### config.mk
export PLATFORM = sky130hd
export DESIGN_NAME = clk_div_bank
export DESIGN_NICKNAME = d
export VERILOG_FILES = /design/src/rtl/clk_div_pkg.sv /design/src/rtl/clk_div_chan.sv /design/src/rtl/clk_div_bank.sv
export SDC_FILE = /design/constraint.sdc
export NUM_CORES = 1
export LEC_CHECK = 0
export BUFFER_PORTS_ARGS = -buffer_cell sky130_fd_sc_hd__buf_2
export CORE_UTILIZATION = 52
export CTS_BUF_LIST = sky130_fd_sc_hd__clkbuf_8 sky130_fd_sc_hd__clkbuf_16
export DETAILED_ROUTE_END_ITERATION = 12
export MAX_ROUTING_LAYER = met4
export PLACE_DENSITY = 0.69
export SLEW_MARGIN = 25
export SYNTH_ARGS = -nofsm -noshare
export SYNTH_HDL_FRONTEND = slang
export SYNTH_SLANG_ARGS = --single-unit
### constraint.sdc
create_clock -name clk -period 3.5 [get_ports clk]
set_clock_uncertainty 0.15 [all_clocks]
set_input_delay 0.875 -clock clk [delete_from_list [all_inputs] [get_ports clk]]
set_output_delay 0.875 -clock clk [all_outputs]
set_load 0.02 [all_outputs]
### src/rtl/clk_div_pkg.sv
// -----------------------------------------------------------------------------
// clk_div_pkg
// Shared definitions for the clk_div_bank divider bank.
//   CNT_W_DEF   : default counter / threshold width per channel
//   RST_THR_DEF : default threshold loaded into every channel at reset
//   thr_t       : threshold type at the default width
//   thr_lsb()   : bit offset of channel ch's threshold inside the packed
//                 div_thr bus (channel i occupies div_thr[i*CNT_W +: CNT_W])
// -----------------------------------------------------------------------------
package clk_div_pkg;

  localparam int CNT_W_DEF   = 24;
  localparam int RST_THR_DEF = 10;

  typedef logic [CNT_W_DEF-1:0] thr_t;

  function automatic int thr_lsb(input int ch, input int cnt_w);
    return ch * cnt_w;
  endfunction

endpackage

### src/rtl/clk_div_chan.sv
// -----------------------------------------------------------------------------
// clk_div_chan
// One divider channel: counts advances from 0 to thr_a, then wraps, toggling
// clk_out and pulsing tick for one clk cycle. A new threshold is staged in a
// shadow register and only becomes active at a wrap (or while the channel is
// held in restart), so clk_out never produces a runt pulse.
//
// Ports:
//   clk      : system clock, posedge
//   rst_n    : asynchronous active-low reset
//   adv_in   : advance qualifier (1, or previous channel's tick in cascade)
//   en       : channel run enable (level)
//   sync_rst : 1-cycle bank restart pulse, highest synchronous priority
//   thr_in   : threshold value for this channel
//   thr_load : 1-cycle pulse, captures thr_in into the shadow register
//   clk_out  : registered divided clock, 50% duty
//   tick     : registered 1-cycle pulse on every clk_out toggle
// -----------------------------------------------------------------------------
module clk_div_chan
  import clk_div_pkg::*;
#(
  parameter int CNT_W   = CNT_W_DEF,
  parameter int RST_THR = RST_THR_DEF
) (
  input  logic             clk,
  input  logic             rst_n,
  input  logic             adv_in,
  input  logic             en,
  input  logic             sync_rst,
  input  logic [CNT_W-1:0] thr_in,
  input  logic             thr_load,
  output logic             clk_out,
  output logic             tick
);

  localparam logic [CNT_W-1:0] RST_THR_V = CNT_W'(RST_THR);

  logic [CNT_W-1:0] cnt;
  logic [CNT_W-1:0] thr_a;
  logic [CNT_W-1:0] thr_s;
  logic [CNT_W-1:0] thr_next;

  // A load arriving on the same edge that thr_a is refreshed bypasses the
  // shadow so it takes effect immediately.
  assign thr_next = thr_load ? thr_in : thr_s;

  always_ff @(posedge clk or negedge rst_n) begin
    if (!rst_n) begin
      cnt     <= '0;
      clk_out <= 1'b0;
      tick    <= 1'b0;
      thr_a   <= RST_THR_V;
      thr_s   <= RST_THR_V;
    end else begin
      if (thr_load) begin
        thr_s <= thr_in;
      end

      if (sync_rst || !en) begin
        cnt     <= '0;
        clk_out <= 1'b0;
        tick    <= 1'b0;
        thr_a   <= thr_next;
      end else if (adv_in) begin
        if (cnt == thr_a) begin
          cnt     <= '0;
          clk_out <= ~clk_out;
          tick    <= 1'b1;
          thr_a   <= thr_next;
        end else begin
          // cnt never exceeds thr_a, so this increment cannot overflow.
          cnt  <= cnt + CNT_W'(1);
          tick <= 1'b0;
        end
      end else begin
        tick <= 1'b0;
      end
    end
  end

endmodule

### src/rtl/clk_div_bank.sv
// -----------------------------------------------------------------------------
// clk_div_bank
// N-channel programmable clock-divider bank. Each channel produces a 50%-duty
// divided clock and a one-cycle tick in the clk domain. The top level only
// decides what advances each channel; the counting lives in clk_div_chan.
//
// Optional feature (macro CLK_DIV_BANK_CASCADE_EN):
//   defined   : cascade_sel[i] (i>=1) makes channel i advance on the
//               registered tick of channel i-1 (one cycle of lag per stage).
//   undefined : cascade_sel is ignored; every channel advances every cycle
//               while enabled, and no inter-channel logic exists.
//
// Ports:
//   clk         : system clock, posedge
//   rst_n       : asynchronous active-low reset
//   div_thr     : per-channel threshold, channel i = div_thr[i*CNT_W +: CNT_W]
//   thr_load    : per-channel 1-cycle threshold capture pulse
//   ch_en       : per-channel run enable (level)
//   sync_rst    : 1-cycle pulse restarting all channels in phase
//   cascade_sel : per-channel cascade select (bit 0 ignored)
//   clk_out     : registered divided clocks
//   tick        : registered 1-cycle pulse on each clk_out toggle
// -----------------------------------------------------------------------------
module clk_div_bank
  import clk_div_pkg::*;
#(
  parameter int N_CH    = 4,
  parameter int CNT_W   = CNT_W_DEF,
  parameter int RST_THR = RST_THR_DEF
) (
  input  logic                  clk,
  input  logic                  rst_n,
  input  logic [N_CH*CNT_W-1:0] div_thr,
  input  logic [N_CH-1:0]       thr_load,
  input  logic [N_CH-1:0]       ch_en,
  input  logic                  sync_rst,
  input  logic [N_CH-1:0]       cascade_sel,
  output logic [N_CH-1:0]       clk_out,
  output logic [N_CH-1:0]       tick
);

  logic [N_CH-1:0] adv;

`ifdef CLK_DIV_BANK_CASCADE_EN
  // Channel 0 has no upstream neighbour, so its select bit has no meaning.
  logic unused_cascade;
  assign unused_cascade = cascade_sel[0];
`else
  logic unused_cascade;
  assign unused_cascade = ^cascade_sel;
`endif

  genvar i;
  generate
    for (i = 0; i < N_CH; i++) begin : g_ch
`ifdef CLK_DIV_BANK_CASCADE_EN
      if (i == 0) begin : g_head
        assign adv[i] = 1'b1;
      end else begin : g_link
        assign adv[i] = cascade_sel[i] ? tick[i-1] : 1'b1;
      end
`else
      assign adv[i] = 1'b1;
`endif

      clk_div_chan #(
        .CNT_W   (CNT_W),
        .RST_THR (RST_THR)
      ) u_chan (
        .clk      (clk),
        .rst_n    (rst_n),
        .adv_in   (adv[i]),
        .en       (ch_en[i]),
        .sync_rst (sync_rst),
        .thr_in   (div_thr[thr_lsb(i, CNT_W) +: CNT_W]),
        .thr_load (thr_load[i]),
        .clk_out  (clk_out[i]),
        .tick     (tick[i])
      );
    end
  endgenerate

endmodule

==> run summary <==
Slew @ Worst Pin - 899 ps
Gates resized, CTS repair - 0
Initial antenna violation count - 3
Cells after Synth - 1037
Final setup vio count - 0
DP Wirelength - 16.0 mm
Clk buf depth - 3
Total track usage - 19.8%
Cell variety after synth - 34
Crit path buffers/inverters - 1
Largest net degree at the start of global routing - 77
Syn Nets - 1152
Vias in the first global route - 8061
Largest family of logic cells by synthesized area - multiplexers
Worst vdd ir - 0.424 mV
CTS root buffer - clkbuf_16
Clock tree from TritonCTS - yes
Post-synthesis simple-gate area fraction - 10.7%
Post-CTS setup buffers - 0
Startpoint types - register
Fin util - 60.0%
Sequential element share of the synthesized area - 55.7%
Worst path top cell family by delay - simple AND/OR/NAND/NOR gates
Hold Vio Cnt, Final - 0
Worst EP arrival - 2850 ps
Global-route wire length before repair - 40.6 mm
Core Footprint - 0.0252 mm²
Most frequent cells in the layout - 280 x dfrtp_1, 151 x xor2_1, 138 x mux2_2, 116 x nor2_1, 113 x buf_2
Die Height - 162 µm
FMAX - 0.389 GHz
Port bufs - 114
CP Class - reg2reg
Worst-path fanout max - 48
R2r startpoint - g_ch[1].u_chan.cnt[9]
Yosys Warn Count - 0
Worst-Skew Late Latency - 540 ps
# Max-Cap Violations - 0
Iteration-0 DRC count of the detailed router - 492
Clock sinks - 296
Fin nets - 1258
Row cnt - 58
Pwr dens - 506 mW/mm²
CP Launch Point - g_ch[1].u_chan.cnt[9]
Fillers - 1995
Post-Synth XOR/XNOR Area - 12.1%
Final Critical Period - 2570 ps
Reg clk slew, reported paths - 60 ps
CP peak stage delay - 450 ps
WP data required - 3770 ps
Area delta synth->final - 13.3%
Setup TNS Final - 0 ps
Reg-to-reg slack, setup - 930 ps
Leakage - 6.91 nW
CTS buffer count - 31
Starting Density - 53.0%
Post-Layout Cell Count - 1496
GPL Wtd Cong - 0.856
Dpl cells - 1440
Synth Cell Area - 0.0133 mm²
Critical path's slowest cell - dfrtp_1
Pins over their slew limit - 0
Type of the worst min-delay path - in2async
Slew HR - 39.5%
Final worst path period share - 73.5%
Chip Width - 162 µm
Outcome - complete, no violations
Crit path cell chain - xor2_1 -> nor4_1 -> nand4_1 -> o21bai_4 -> buf_12 -> mux2_1
Mux share of post-synthesis cell area - 17.3%
Post-synthesis adder-cell area fraction - 0.375%
WL/cell - 15.9 µm
Hold_buf cts - 0
Drt total wl - 23.8 mm
Full die area - 0.0263 mm²
Vias - 7767
Share of layout cells above drive strength 1 - 32.0%
Overflow left after global routing - 0
Detailed-route vias per instance - 5.19
RSZ-0062 raised after global routing - false
CP Capture Type - register
Synthesized flop and latch total - 296
Average size of a mapped cell - 12.9 µm²
Ports - 119
DRT antenna net count - 0
Residual DRC count - 0
First drt pass iteration count - 4
Commonest non-fill, non-tap cell in the layout - dfrtp_1
Htree depth - 1
Post-synthesis compound-gate area fraction - 0.610%
[stage by stage]
stage          total power [mW]  worst slack (ps)  hold WS [ps]  area (µm²)
3_3_place_gp               4.60               971           327       14100
6_report                   7.64               928           158       15100
4_1_cts                    7.76               924           175       15100
3_5_place_dp               4.63               935           332       14100
2_1_floorplan              4.36              1140           318       13300
5_1_grt                    7.98               686           190       15100
[report_power, final]
group	switching, mW	internal (mW)
Sequential	0.149	3.70
Combinational	0.315	0.388
Clock	1.26	1.83
Total	1.73	5.92
[synth_stat cells (all sizes together)]
cell / number / share of area, %
nor4: 30 / 1.5
buf: 36 / 2.4
clkbuf: 15 / 0.46
nor3: 11 / 0.41
nand2: 30 / 0.84
nand3: 38 / 1.4
mux2: 192 / 17
or2: 1 / 0.047
ha: 4 / 0.38
a21oi: 4 / 0.15
o21bai: 4 / 0.31
dfrtp: 280 / 53
or3: 4 / 0.20
nand4: 31 / 1.5
o21ai: 4 / 0.15
dfstp: 16 / 3.2
and3: 14 / 0.66
nor2: 116 / 3.3
inv: 10 / 0.28
nor2b: 1 / 0.047
nand2b: 3 / 0.14
nor4b: 1 / 0.18
or2b: 1 / 0.066
and4: 7 / 0.46
xor2: 151 / 9.9
xnor2: 33 / 2.2
[state kept, by name, summed over array words and instances (netlist names)]
register,cells
g_ch.u_chan.tick,4
g_ch.u_chan.clk_out,4
g_ch.u_chan.thr_a,96
g_ch.u_chan.thr_s,96
g_ch.u_chan.cnt,96
[final timing paths]
check / to / cells past startpoint
worst max-delay path: g_ch[1].u_chan.thr_a[21] / 6
worst min-delay path: g_ch[0].u_chan.thr_s[11] / 1
min in group clk: g_ch[3].u_chan.thr_s[23] / 1
worst max register to register: g_ch[1].u_chan.thr_a[21] / 6
worst min register to register: g_ch[3].u_chan.thr_s[23] / 1
max in group asynchronous: g_ch[2].u_chan.thr_a[1] / 2
[final cells by class]
type | instances | area (µm²) | area share (%)
tap | 330 | 413 | 2.73
sequential | 296 | 7430 | 49.2
multi-input combinational | 680 | 5520 | 36.5
timing repair buffer | 124 | 731 | 4.84
inverter | 10 | 37.5 | 0.248
clock buffer | 39 | 886 | 5.86
antenna | 2 | 5.00 | 0.0331
clock inverter | 15 | 86.3 | 0.571
[worst register-to-register path, delay by kind of cell (launching register included)]
kind,cells,cell delay [ps]
xor gates and xnor gates,1,200
buffers and inverters,1,290
DFF,1,450
and+or+nand+nor,2,730
AOI/OAI and AO/OA,1,250
muxes,1,380
[kinds of logic (layout without fill, tap and decap cells)]
kind of cell,count (synthesis),after routing
AO/OA/AOI/OAI,12,12
AND/OR/NAND/NOR,288,288
multiplexers,192,192
buffers and inverters,61,188
flip-flops,296,296
XOR/XNOR,184,184
other,0,2
adder cells (fa/ha/maj),4,4
[routing by layer]
layer | global-route usage [%] | part of all wire [%] | vias to the layer above
li1 | - | - | 3746
met3 | 2.83 | 3.7 | 41
met4 | 5.27 | 2.5 | 0
met1 | 27.0 | 47 | 3849
met5 | - | 0 | -
met2 | 31.0 | 47 | 131
No activity file was read; power rests on OpenSTA's default activity.
